## config.mk

```make
export PLATFORM = sky130hd
export DESIGN_NAME = reset_sequencer
export DESIGN_NICKNAME = d
export VERILOG_FILES = /design/src/rtl/reset_sequencer.sv
export SDC_FILE = /design/constraint.sdc
export NUM_CORES = 1
export LEC_CHECK = 0
export ABC_AREA = 1
export BUFFER_PORTS_ARGS = -buffer_cell sky130_fd_sc_hd__buf_2
export CORE_ASPECT_RATIO = 0.75
export CORE_MARGIN = 8
export CORE_UTILIZATION = 50
export DETAILED_ROUTE_END_ITERATION = 10
export PLACE_DENSITY = 0.69
export SYNTH_ARGS = -nofsm -noshare
export SYNTH_HDL_FRONTEND = slang
export SYNTH_SLANG_ARGS = --single-unit
```

## constraint.sdc

```tcl
create_clock -name clk -period 1.7 [get_ports clk]
set_input_delay 0 -clock clk [delete_from_list [all_inputs] [get_ports clk]]
set_output_delay 0 -clock clk [all_outputs]
set_load 0.005 [all_outputs]
```

## src/rtl/reset_sequencer.sv

```systemverilog
// reset_sequencer: synchronised, debounced PLL lock qualifier with staged
// release of NUM_DOMAINS active-low domain resets, software reset hold,
// sticky lock-loss flag and saturating lock-loss counter.
// Every output is a flop; the FSM decides, and the output stage registers
// the decision one edge later.
module reset_sequencer #(
  parameter int NUM_DOMAINS        = 4,
  parameter int SYNC_STAGES        = 2,
  parameter int LOCK_STABLE_CYCLES = 1024,
  parameter int STAGE_GAP_CYCLES   = 16,
  parameter int SW_HOLD_CYCLES     = 32,
  parameter int CNT_W              = 8
) (
  input  logic                   clk,
  input  logic                   rstn,
  input  logic                   pll_locked,
  input  logic                   sw_reset_req,
  input  logic                   clr_lock_lost,
  output logic [NUM_DOMAINS-1:0] rstn_out,
  output logic                   ready,
  output logic                   lock_lost,
  output logic [CNT_W-1:0]       lock_loss_count
);

  // One shared timer covers stabilisation, stage gaps and the software hold.
  localparam int TMAX_A = (LOCK_STABLE_CYCLES > STAGE_GAP_CYCLES) ? LOCK_STABLE_CYCLES : STAGE_GAP_CYCLES;
  localparam int TMAX   = (TMAX_A > SW_HOLD_CYCLES) ? TMAX_A : SW_HOLD_CYCLES;
  localparam int TMR_W  = $clog2(TMAX + 1);
  localparam int IDX_W  = (NUM_DOMAINS > 1) ? $clog2(NUM_DOMAINS) : 1;

  localparam logic [TMR_W-1:0] LOCK_LAST = TMR_W'(LOCK_STABLE_CYCLES - 1);
  localparam logic [TMR_W-1:0] GAP_LAST  = TMR_W'(STAGE_GAP_CYCLES - 1);
  localparam logic [TMR_W-1:0] HOLD_LAST = TMR_W'(SW_HOLD_CYCLES - 1);
  localparam logic [IDX_W-1:0] IDX_LAST  = IDX_W'(NUM_DOMAINS - 1);

  typedef enum logic [2:0] {
    WAIT_LOCK = 3'd0,
    STABILIZE = 3'd1,
    RELEASE   = 3'd2,
    RUN       = 3'd3,
    SW_HOLD   = 3'd4
  } state_t;

  state_t                 state_q, state_d;
  logic [TMR_W-1:0]       timer_q, timer_d;
  logic [IDX_W-1:0]       idx_q, idx_d;
  logic                   loss_q, loss_d;
  logic [SYNC_STAGES-1:0] sync_q;
  logic                   locked_s;
  logic [NUM_DOMAINS-1:0] mask;

  // Synchroniser for the asynchronous PLL lock input.
  always_ff @(posedge clk) begin
    if (!rstn) sync_q <= '0;
    else       sync_q <= {sync_q[SYNC_STAGES-2:0], pll_locked};
  end

  assign locked_s = sync_q[SYNC_STAGES-1];

  // State, timer, stage index and the pending lock-loss event.
  always_ff @(posedge clk) begin
    if (!rstn) begin
      state_q <= WAIT_LOCK;
      timer_q <= '0;
      idx_q   <= '0;
      loss_q  <= 1'b0;
    end else begin
      state_q <= state_d;
      timer_q <= timer_d;
      idx_q   <= idx_d;
      loss_q  <= loss_d;
    end
  end

  // Next-state logic: lock loss beats software reset beats normal progress.
  always_comb begin
    state_d = state_q;
    timer_d = timer_q;
    idx_d   = idx_q;
    loss_d  = 1'b0;
    case (state_q)
      WAIT_LOCK: begin
        if (locked_s) begin
          state_d = STABILIZE;
          timer_d = '0;
        end
      end
      STABILIZE: begin
        if (!locked_s) begin
          // Debounce abort: not a lock loss, domains were never released.
          state_d = WAIT_LOCK;
          timer_d = '0;
        end else if (timer_q == LOCK_LAST) begin
          state_d = RELEASE;
          timer_d = '0;
          idx_d   = '0;
        end else begin
          timer_d = timer_q + TMR_W'(1);
        end
      end
      RELEASE: begin
        if (!locked_s) begin
          state_d = WAIT_LOCK;
          timer_d = '0;
          idx_d   = '0;
          loss_d  = 1'b1;
        end else if (sw_reset_req) begin
          state_d = SW_HOLD;
          timer_d = '0;
          idx_d   = '0;
        end else if (idx_q == IDX_LAST) begin
          state_d = RUN;
          timer_d = '0;
        end else if (timer_q == GAP_LAST) begin
          idx_d   = idx_q + IDX_W'(1);
          timer_d = '0;
        end else begin
          timer_d = timer_q + TMR_W'(1);
        end
      end
      RUN: begin
        if (!locked_s) begin
          state_d = WAIT_LOCK;
          timer_d = '0;
          idx_d   = '0;
          loss_d  = 1'b1;
        end else if (sw_reset_req) begin
          state_d = SW_HOLD;
          timer_d = '0;
          idx_d   = '0;
        end
      end
      SW_HOLD: begin
        if (!locked_s) begin
          state_d = WAIT_LOCK;
          timer_d = '0;
          idx_d   = '0;
          loss_d  = 1'b1;
        end else if (timer_q == HOLD_LAST) begin
          timer_d = '0;
          // A still-asserted request simply restarts the hold window.
          if (!sw_reset_req) begin
            state_d = RELEASE;
            idx_d   = '0;
          end
        end else begin
          timer_d = timer_q + TMR_W'(1);
        end
      end
      default: begin
        state_d = WAIT_LOCK;
        timer_d = '0;
        idx_d   = '0;
      end
    endcase
  end

  // Domain release mask: in RELEASE, every domain up to the stage index is out.
  always_comb begin
    mask = '0;
    if (state_q == RUN) begin
      mask = '1;
    end else if (state_q == RELEASE) begin
      for (int k = 0; k < NUM_DOMAINS; k++) mask[k] = (k <= int'(idx_q));
    end
  end

  // Registered reset outputs and ready.
  always_ff @(posedge clk) begin
    if (!rstn) begin
      rstn_out <= '0;
      ready    <= 1'b0;
    end else begin
      rstn_out <= mask;
      ready    <= (state_q == RUN);
    end
  end

  // Sticky flag and saturating counter, updated together with the output drop.
  always_ff @(posedge clk) begin
    if (!rstn) begin
      lock_lost       <= 1'b0;
      lock_loss_count <= '0;
    end else begin
      if (loss_q)             lock_lost <= 1'b1;
      else if (clr_lock_lost) lock_lost <= 1'b0;
      if (loss_q && (lock_loss_count != {CNT_W{1'b1}}))
        lock_loss_count <= lock_loss_count + CNT_W'(1);
    end
  end

endmodule

```

### Yosys cells after proc, flatten, opt, wreduce, memory -nomap -nowiden

Cells that the tools add are included.

* bits in registers: 33
* bits of input ports: 5
* output and inout bits: 14
* logic and storage cells: 84

* add/sub/neg operators: 3
* $lt $le $gt $ge: 3
* eq/ne operators: 19
* muxes and demuxes: 41
* bitwise operators: 1
* reductions and logical operators: 8

Operators by type and width (count)
* 2-to-1 mux 11 bit: 11
* one-hot mux 11 bit (5 select lines): 1
* 2-to-1 mux 3 bit: 11
* 2-to-1 mux 2 bit: 11
* one-hot mux 3 bit (5 select lines): 1
* != test 3 bit, second input constant: 4
* != test 4 bit, second input constant: 3
* adder 11 x 1 -> 11 bit, second input constant: 1
* equality test 11 x 10 -> 1 bit, second input constant: 1
* equality test 11 x 4 -> 1 bit, second input constant: 1
* equality test 11 x 5 -> 1 bit, second input constant: 1
* one-hot mux 2 bit (5 select lines): 1
* adder 8 x 1 -> 8 bit, second input constant: 1
* 2-to-1 mux 4 bit: 2
* != test 8 bit, second input constant: 1
* AND reduction 8 bit: 1
* equality test 3 x 2 -> 1 bit, second input constant: 2
* != test 2 bit, second input constant: 3
* AND reduction 6 bit: 1
* <= comparator 2 bit, first input constant: 2
* AND reduction 2 bit: 2
* equality test 3 x 1 -> 1 bit, second input constant: 1
* equality test 3 bit, second input constant: 1
* logical NOT 3 bit: 1
* 8 further kinds: 10

### Depth between registers and ports, before layout

Gate-level depths: netlist of run 1.

* depth in word-level cells: 6
* mapped depth: 11
* gate-level depth less buffers: 11

### Worst setup path after synthesis of run 1

Ideal clock, no wire load.

* path kind: register to register
* start point: reg timer_q[0]
* end point: reg timer_q[2]
* setup time: 0.109 ns
* arrival: 1.347 ns
* data required time: 1.591 ns
* setup slack: 0.244 ns
* cell stages (with the launch flop): 11
* path buffers: 0
* period minus slack after synthesis: 1.456 ns
* cell sequence: dfxtp_1 ha_1 nand2_1 nor2_2 nand3_1 nand2_2 nand3_2 nand2_1 nand2_1 nand2_1 inv_1

* cells in the longest elaborated chain, start to end: 6
* elaborated cells on any way between the ends: 13
* classes of those cells: add/sub (1); eq/ne (3); mux (9)

RTL lines
* start, declared: RTL line 45 `logic [TMR_W-1:0] timer_q, timer_d;`
* start signal, assigned: RTL line 69 `timer_q <= timer_d;`
* adder 11 x 1 -> 11 bit or equality test 11 x 4 -> 1 bit (tied branches)
* 2-to-1 mux 11 bit: RTL line 114 `end else if (timer_q == GAP_LAST) begin`
* 2-to-1 mux 11 bit: RTL line 111 `end else if (idx_q == IDX_LAST) begin`
* 2-to-1 mux 11 bit: RTL line 107 `end else if (sw_reset_req) begin`
* 2-to-1 mux 11 bit: RTL line 102 `if (!locked_s) begin`
* one-hot mux 11 bit (5 select lines) *: RTL line 81 `case (state_q)`

Every way passes the cells marked *; elsewhere a longest branch is shown, timed or not.
A chain may end at the register's enable or synchronous reset.

### Final worst setup path of run 1

* start point: reg timer_q[1]
* end point: reg idx_q[0]

* cells in the longest elaborated chain, start to end: 3
* elaborated cells on any way between the ends: 7
* classes of those cells: eq/ne (6); reduce/logical (1)

RTL lines
* equality test 11 x 4 -> 1 bit (tied with other cells): RTL line 114
* != test 4 bit (no line) (tied with other cells)
* AND reduction 8 bit (no line) *
* end signal, assigned: RTL line 70 `idx_q <= idx_d;`
* end, declared: RTL line 46 `logic [IDX_W-1:0] idx_q, idx_d;`

Marks and branches as above.

==> results of run 1 <==
power breakdown:
group / internal [mW] / switching (mW)
registers: 0.856 / 0.0936
logic: 0.277 / 0.501
clock network: 0.478 / 0.280
total: 1.61 / 0.875
logic make-up (layout without fill, tap and decap cells):
group,count (synthesis),count (layout)
buffers and inverters,42,68
adders and majority gates,5,5
AOI/OAI and AO/OA,33,33
and+or+nand+nor,155,155
DFF,33,33
xor gates and xnor gates,2,2
layout by cell type, fill, tap and decap left out, types with 2 or more instances in the layout:
master,n
nand3_1,15
buf_4,3
nor2_1,38
nand3_2,3
nand4_1,8
nand3b_1,3
clkbuf_8,6
nor3_1,5
nor2_2,5
nand2_2,4
inv_2,5
o21ai_0,10
nand4_2,2
nand2_1,64
buf_2,18
inv_1,33
nor2_4,4
nand2_4,2
ha_1,4
dfxtp_1,32
o21bai_1,3
a21oi_1,16
o21ai_4,2
synth_stat cells, types with 3 or more instances:
| library cell | n | area [µm²] |
|---|---|---|
| nor2_1 | 39 | 146 |
| nor2_2 | 6 | 37.5 |
| nand2_1 | 65 | 244 |
| dfxtp_1 | 33 | 661 |
| nand2_2 | 4 | 25.0 |
| inv_1 | 33 | 124 |
| ha_1 | 5 | 62.6 |
| inv_2 | 5 | 18.8 |
| a21oi_1 | 16 | 80.1 |
| nand4_1 | 8 | 50.1 |
| nand3_1 | 15 | 75.1 |
| o21bai_1 | 3 | 22.5 |
| nand3b_1 | 3 | 22.5 |
| clkbuf_1 | 4 | 15.0 |
| o21ai_0 | 10 | 50.1 |
| nand3_2 | 4 | 40.0 |
| nor3_1 | 5 | 25.0 |
flip-flops by register name, indices dropped and copies added (netlist names):
name and count:
timer_q 11, loss_q 1, sync_q 2, state_q 3, idx_q 2, rstn_out 4
lock_lost 1, ready 1, lock_loss_count 8
worst max-delay path, delay by kind of cell, from the launching register on:
| kind | cells | cell delay [ns] |
|---|---|---|
| simple gates | 8 | 0.73 |
| fa+ha+maj | 1 | 0.21 |
| flops | 1 | 0.36 |
| compound gates | 1 | 0.18 |
cell type report:
cell class	instances	area [µm²]	area share
Clock buffer	7	86.3	0.0403
Sequential cell	33	662	0.309
Timing Repair Buffer	22	123	0.0572
Multi-Input combinational cell	195	1050	0.488
Inverter	38	143	0.0666
Tap cell	42	52.6	0.0245
Clock inverter	1	30.0	0.0140
worst paths after layout:
kind,startpoint,end,cells after the start
worst min register to register,sync_q[0],sync_q[1],2
worst max-delay path,timer_q[1],idx_q[0],10
worst min-delay path,clr_lock_lost,lock_lost,4
worst max register to register,timer_q[1],idx_q[0],10
repair_timing:
item / in CTS / in global routing
setup endpoints to repair: 0 / 14
endpoints found under the hold margin: 1 / 0
resized for setup: 0 / 10
hold buffers: 1 / 0
setup buffers: 0 / 0
stage by stage:
stage	cell area, µm²	instances	total power [mW]
CTS	2100	338	2.45
finish	2140	338	2.49
floorplan	1820	270	1.52
detailed placement	1970	329	1.69
global placement	1970	329	1.69
global route	2140	338	2.66
per-layer routing:
metal	vias up	GRT usage	wire (µm)
met4	0	0.0522	34
met1	780	0.213	2140
met2	54	0.213	1710
met5	-	0	0
li1	915	-	-
met3	4	0.0384	295
==> flow_summary_export.csv, run 1 <==
group,metric,value,unit
global_routing,grt_pass1_wl,6910,µm
critical_path,crit_chain,"ha_2, nand2_1, nor2_4, nand2_1, o21ai_1, nand2_2, nor2_2, nand2_1, nand2_1, nor2_1",
route,dr.pass1.iters,4,
sta,setup_viol,0,
placement,dp_hpwl,2990,µm
sta,post-route-period-util,0.935,
critical_path,slowest_stage,"dfxtp_1",
layout,nets,305,
layout,fillerInstances,340,
global_routing,grt_use_total,0.150,
critical_path,crit_required,1.87,ns
floorplanning,start_util,0.511,
route,routed_wl,4180,µm
layout,drive_gt1_frac,0.199,
yosys,synth-compound-area-share,0.105,
global_routing,grt_max_degree,17,
sta,finalHoldViolations,0,
clock_network,cts_max_path_buffers,2,
critical_path,cpMostUsedCell,"nand2_1",
route,drc,0,
power,power_density,1160,nW/µm²
critical_path,worstPathArrival,1.76,ns
critical_path,cp-start-kind,"register",
yosys,yosys.area_share.simple,0.402,
floorplanning,die_area,5850,µm²
yosys,syn_area,1820,µm²
layout,n_antenna_cell,0,
global_routing,gr-total-overflow,0,
sta,timing.hold.ws,0.0135,ns
sta,clock.fmax,629,MHz
floorplanning,design.core.area,3570,µm²
yosys,synthAdderAreaFrac,0.0343,
power,max-vdd-ir-drop,0.000766,V
floorplanning,die_x,85.7,µm
critical_path,r2r_slack,0.11,ns
yosys,syn_avg_cell_area,6.75,µm²
global_routing,grt_pass1_vias,1547,
power,p_leak,0.976,nW
sta,slew_viol_final,0,
floorplanning,io_pins,19,
yosys,synth_top_flop_cell,"dfxtp_1",
status,outcome,"finished clean",
critical_path,cp_max_fo,4,
yosys,synth_xor_area_frac,0.00962,
sta,maxSlewHeadroom,0.732,
yosys,synthArstFlopShare,0,
yosys,ys_types,27,
route,via_count,1753,
sta,grt_setup_unrepaired,"true",
clock_network,cts.root.buffer_cell,"clkbuf_8",
clock_network,cts.clk_slew.worst_paths,0.07,ns
layout,final_util,0.601,
job,maxCapViolCount,0,
yosys,syn_nets,280,
placement,port_buffers,18,
yosys,synth_mux_area_frac,0,
route,wire_per_inst,12.4,µm
global_routing,antenna_found_initial,0,
sta,tightest_slew,0.401,ns
route,ant_nets,0,
yosys,synthesis.instances,270,
critical_path,crit_type,"register to register",
placement,gp_congestion,0.866,
yosys,ys_seq_elements,33,
critical_path,slowest_delay,0.36,ns
floorplanning,fp.dieH,68.3,µm
sta,period_needed,1.59,ns
sta,skew,0.00806,ns
yosys,synth_top_family_by_area,"simple AND/OR/NAND/NOR gates",
critical_path,end_kind,"register",
yosys,yosys_warnings,0,
yosys,yosysSeqAreaShare,0.363,
route,drt_iter0_drc,219,
clock_network,cts_tree,"done",
floorplanning,rows,19,
yosys,synth_edf_count,0,
sta,setup_slack,0.111,ns
sta,setup_tns,0,ns
clock_network,clock_latency,0.28,ns
clock_network,cts_buffers,5,
route,drt-vias-per-instance,5.19,
clock_network,numClockSinks,33,
clock_network,htreeDepth,2,
placement,post-place-ws,0.0604,ns
layout,area_delta_synth_final,17.6,%
hold_path,hold_class,"input port to register",
Power figures use the tool's default switching activity.
==> run 2, diff against run 1 <==
--- a/config.mk
+++ b/config.mk
@@ -9,9 +9,9 @@
 export BUFFER_PORTS_ARGS = -buffer_cell sky130_fd_sc_hd__buf_2
 export CORE_ASPECT_RATIO = 0.75
 export CORE_MARGIN = 8
-export CORE_UTILIZATION = 50
+export CORE_UTILIZATION = 55
 export DETAILED_ROUTE_END_ITERATION = 10
-export PLACE_DENSITY = 0.69
+export PLACE_DENSITY = 0.75
 export SYNTH_ARGS = -nofsm -noshare
 export SYNTH_HDL_FRONTEND = slang
 export SYNTH_SLANG_ARGS = --single-unit
==> run 2 against run 1 <==
  * Register-to-register slack hardly changed
  * Utilization increased by 6.2 points
  * Fmax is 0.30% higher
  * Clock power shrank 20%
  * Final cell count grew 0.59%
  * Power decreased by 6.9%
  * Combinational power shrank 2%
  * Critical path depth shrank 2
==> flow_summary_export.csv, run 2 (synthesis results as in run 1) <==
group,metric,value,unit
status,outcome,"finished clean",
floorplanning,die_x,82.5,µm
layout,reg_top3,"timer_q (11), lock_loss_count (8), rstn_out (4)",
layout,multi_input_area,1040,µm²
job,maxCapViolCount,0,
layout,largest-register,"timer_q",
clock_network,cts.root.buffer_cell,"clkbuf_8",
floorplanning,start_util,0.566,
layout,seqCellArea,663,µm²
clock_network,cts_tree,"done",
critical_path,worstPathArrival,1.78,ns
global_routing,use_met1,0.229,
floorplanning,die_area,5430,µm²
sta,setup_tns,0,ns
route,drt_iter0_drc,134,
power,max-vdd-ir-drop,0.000751,V
power,power_switching_share,0.393,
floorplanning,fp.dieH,65.8,µm
clock_network,cts_buffers,5,
clock_network,numClockSinks,33,
route,drc,0,
route,routed_wl,4300,µm
layout,largest_register_ffs,11,
layout,mostFrequentLayoutCell,"nand2_1",
global_routing,grt_use_total,0.162,
floorplanning,io_pins,19,
placement,placed_cell_area,1970,µm²
sta,tightest_slew,0.376,ns
critical_path,crit_chain,"nor2_1, nand3_1, o21ai_4, nand3_2, nor2_2, nand2_1, nand2_1, nor2_1",
floorplanning,rows,18,
critical_path,cp_max_fo,7,
floorplanning,design.core.area,3220,µm²
critical_path,end_kind,"register",
global_routing,grt_pass1_vias,1535,
critical_path,cp-start-kind,"register",
critical_path,slowest_stage,"o21ai_4",
sta,clock.fmax,631,MHz
power,power_switching,0.910,mW
placement,gp_congestion,0.896,
layout,final_area,2140,µm²
route,dr.pass1.iters,4,
critical_path,critPathBufInv,0,
layout,fillerInstances,278,
global_routing,grt_max_degree,17,
route,wire_per_inst,12.7,µm
sta,finalHoldViolations,0,
layout,n_antenna_cell,0,
placement,port_buffers,18,
layout,area_delta_synth_final,17.2,%
power,internal-power,1.41,mW
sta,setup_viol,0,
layout,drive_gt1_frac,0.217,
power,p_leak,0.978,nW
layout,final_util,0.663,
sta,post-route-period-util,0.932,
clock_network,clock_latency,0.30,ns
sta,period_needed,1.58,ns
clock_network,cts.clk_slew.worst_paths,0.08,ns
global_routing,gr-total-overflow,0,
power,seqPwrFrac,0.409,
sta,maxSlewHeadroom,0.748,
route,ant_nets,0,
power,comb_power_share,0.329,
hold_path,hold_class,"input port to register",
global_routing,grt_pass1_wl,6910,µm
global_routing,grt_busiest_layer,"met1",
sta,slew_viol_final,0,
placement,dp_hpwl,2980,µm
global_routing,gr-usage-met3,0.0516,
critical_path,cp_top_family,"simple AND/OR/NAND/NOR gates",
layout,nets,309,
clock_network,htreeDepth,2,
critical_path,crit_type,"register to register",
route,via_count,1775,
power,power_density,1080,nW/µm²
sta,skew,0.00599,ns
critical_path,crit_required,1.89,ns
global_routing,grt_use_met2,0.214,
clock_network,cts_max_path_buffers,2,
critical_path,slowest_delay,0.36,ns
global_routing,antenna_found_initial,0,
power,p_clk_frac,0.262,
layout,final_cell_mix,"63 x nand2_1, 38 x nor2_1, 33 x inv_1, 31 x dfxtp_1, 18 x buf_2",
route,drt-vias-per-instance,5.22,
==> run 2: worst reg2reg max path, stage by stage, from the launching register on <==
cell and delay (ns):
dfxtp_1 0.35, nor2_1 0.12, nand3_1 0.22, o21ai_4 0.36
nand3_2 0.15, nor2_2 0.13, nand2_1 0.06, nand2_1 0.05
nor2_1 0.03
==> run 2: final cells by class <==
cell class,instances,share of cell area
clock buffer,5,0.0322
clock inverter,3,0.00820
inverter,38,0.0668
multi-input combinational,195,0.486
sequential,33,0.310
tap,40,0.0234
timing repair buffer,26,0.0726
==> run 2: through the flow <==
step	std cells	hold slack, ns	total power [mW]	setup slack [ns]
after floorplan	270	0.0976	1.52	0.244
after global placement	327	0.182	1.69	0.114
after detailed placement	327	0.188	1.69	0.0437
after CTS	337	0.121	2.29	0.0291
after global routing	340	0.164	2.46	-0.00378
final	340	0.119	2.32	0.115
==> run 2: power groups by stage <==
stage               registers, mW  logic (mW)  clock network [mW]
floorplan                   0.933       0.585                   0
global placement            0.960       0.729                   0
detailed placement          0.960       0.727                   0
CTS                         0.945       0.741               0.603
global route                0.962       0.859               0.642
finish                      0.947       0.762               0.606
==> run 2: worst paths after layout <==
kind | start | endpoint | slack, ns | cells past startpoint
worst max register to register | timer_q[5] | idx_q[0] | 0.12 | 8
worst min-delay path | rstn | lock_lost | 0.12 | 3
worst max-delay path | timer_q[5] | idx_q[0] | 0.12 | 8
worst min register to register | sync_q[0] | sync_q[1] | 0.42 | 2
==> run 2: routing by layer <==
metal	vias up	wire length [µm]
met2	70	1690
met1	771	2170
met3	8	380
met5	-	0
li1	926	-
met4	0	67
==> run 2: timing repair <==
item / 4_1_cts / 5_1_grt
endpoints found under the setup margin: 0 / 15
endpoints found under the hold margin: 2 / 0
resized for setup: 0 / 10
setup buffers: 0 / 3
hold buffers: 2 / 0
==> run 3, diff against run 2 <==
==> constraint.sdc (replaced) <==
create_clock -name clk -period 1.7 [get_ports clk]
set_input_delay 0.085 -clock clk [delete_from_list [all_inputs] [get_ports clk]]
set_output_delay 0.085 -clock clk [all_outputs]
set_load 0.005 [all_outputs]
==> run 3 against run 2 <==
  * Non-clock buffer count decreased by 1
  * Worst setup slack gained 0.0034 ns
  * Sequential share of layout area increased by 0.15 points
  * Routed wire length about the same
  * Final cell count fell by 0.29%
  * Register-to-register slack barely moved
  * Utilization is 0.31 points lower
  * Via count rose by 0.11%
  * First-iteration DRC count rose by 30%
  * Global-route usage is 0.056 points lower
  * Highest routed layer unchanged
==> flow_summary_export.csv, run 3 (synthesis results as in run 1) <==
group,metric,value,unit
critical_path,crit_end,"idx_q[0]",
critical_path,timing.rr.start,"timer_q[5]",
global_routing,grt_use_total,0.162,
layout,seqCellArea,663,µm²
clock_network,cts_buffers,5,
global_routing,antenna_found_initial,0,
critical_path,startpoint,"timer_q[5]",
critical_path,crit_required,1.89,ns
job,maxCapViolCount,0,
layout,nets,308,
sta,post-route-period-util,0.930,
layout,multi_input_area,1040,µm²
sta,clock.fmax,632,MHz
global_routing,grt_max_degree,17,
placement,gp_congestion,0.896,
critical_path,cp-start-kind,"register",
route,wl_met1,2100,µm
sta,maxSlewHeadroom,0.749,
clock_network,cts_max_path_buffers,2,
sta,slew_viol_final,0,
layout,final_area,2130,µm²
layout,n_antenna_cell,0,
route,drt-vias-per-instance,5.24,
floorplanning,die_area,5430,µm²
critical_path,crit_type,"register to register",
route,ant_nets,0,
route,routed_wl,4300,µm
critical_path,worstReg2RegEnd,"idx_q[0]",
placement,post-place-ws,0.0437,ns
layout,area_delta_synth_final,16.7,%
hold_path,min-delay-start,"clr_lock_lost",
sta,tightest_slew,0.373,ns
route,drt_iter0_drc,174,
critical_path,worstPathArrival,1.77,ns
sta,period_needed,1.58,ns
critical_path,cp_max_fo,7,
power,p_total,2.31,mW
layout,mostFrequentLayoutCell,"nand2_1",
layout,fillerInstances,280,
clock_network,numClockSinks,33,
power,max-vdd-ir-drop,0.000751,V
route,drc,0,
critical_path,r2r_slack,0.12,ns
clock_network,cts_tree,"done",
critical_path,end_kind,"register",
global_routing,grt_pass1_vias,1530,
power,power_density,1090,nW/µm²
power,p_leak,0.973,nW
floorplanning,design.core.area,3220,µm²
floorplanning,start_util,0.566,
route,dr.pass1.iters,4,
clock_network,cts.root.buffer_cell,"clkbuf_8",
layout,reg_top3,"timer_q (11), lock_loss_count (8), rstn_out (4)",
floorplanning,die_x,82.5,µm
sta,skew,0.00585,ns
placement,placed_cell_area,1970,µm²
global_routing,grt_pass1_wl,6880,µm
floorplanning,io_pins,19,
floorplanning,rows,18,
route,via_count,1777,
sta,finalHoldViolations,0,
hold_path,hold_class,"input port to register",
route,top_layer,"met4",
route,wl_met3,435,µm
layout,largest_register_ffs,11,
route,wire_per_inst,12.7,µm
global_routing,gr-total-overflow,0,
route,dr_wl_met2,1690,µm
placement,dp_hpwl,2980,µm
status,outcome,"finished clean",
layout,final_cell_mix,"63 x nand2_1, 38 x nor2_1, 33 x inv_1, 31 x dfxtp_1, 18 x buf_2",
sta,setup_viol,0,
floorplanning,fp.dieH,65.8,µm
clock_network,htreeDepth,2,
sta,setup_slack,0.119,ns
clock_network,cts.clk_slew.worst_paths,0.08,ns
layout,largest-register,"timer_q",
layout,drive_gt1_frac,0.217,
critical_path,r2r_cells,8,
clock_network,clock_latency,0.30,ns
placement,port_buffers,18,
[run 3: timing repair]
item	in CTS	in global routing
hold buffers	1	0
setup buffers	0	3
setup endpoints to repair	0	15
endpoints found under the hold margin	1	0
gates resized for setup	0	10
[run 3: how the worst min path moves through the flow]
stage                           end  cells after the start  slack, ns
after CTS                 lock_lost                      4       0.08
final                     lock_lost                      4       0.08
after global routing      lock_lost                      4       0.12
after global placement    sync_q[0]                      3       0.27
after detailed placement  sync_q[0]                      3       0.27
after floorplan           sync_q[0]                      2       0.18
[run 3: per-layer routing]
layer,vias to the layer above,GRT usage
met5,-,0
met4,0,0.0764
met3,8,0.0503
met2,78,0.212
met1,769,0.230
li1,922,-
[run 3: worst max-delay path: stages, from the launching register on]
cell	delay, ns
dfxtp_1	0.35
nor2_1	0.12
nand3_1	0.22
o21ai_4	0.36
nand3_2	0.15
nor2_2	0.13
nand2_1	0.06
nand2_1	0.05
nor2_1	0.03
[run 3: power breakdown]
part           internal [mW]  leakage (nW)  switching, mW
combinational          0.266         0.661          0.497
sequential             0.856         0.269         0.0918
clock                  0.283        0.0439          0.321
total                   1.40         0.973          0.910
[run 3: through the flow]
step | util | std cells | hold slack, ns | TNS [ns]
floorplan | - | 270 | 0.183 | 0
global placement | 0.612 | 327 | 0.267 | 0
detailed placement | 0.612 | 327 | 0.273 | 0
CTS | 0.641 | 336 | 0.0760 | 0
global route | 0.660 | 339 | 0.123 | -0.00378
finish | 0.660 | 339 | 0.0783 | 0
[run 3: layout make-up]
cell class                      instances  share of cell area
Sequential cell                        33               0.312
Clock inverter                          3             0.00824
Inverter                               38              0.0671
Tap cell                               40              0.0235
Multi-Input combinational cell        195               0.489
Timing Repair Buffer                   25              0.0683
Clock buffer                            5              0.0324
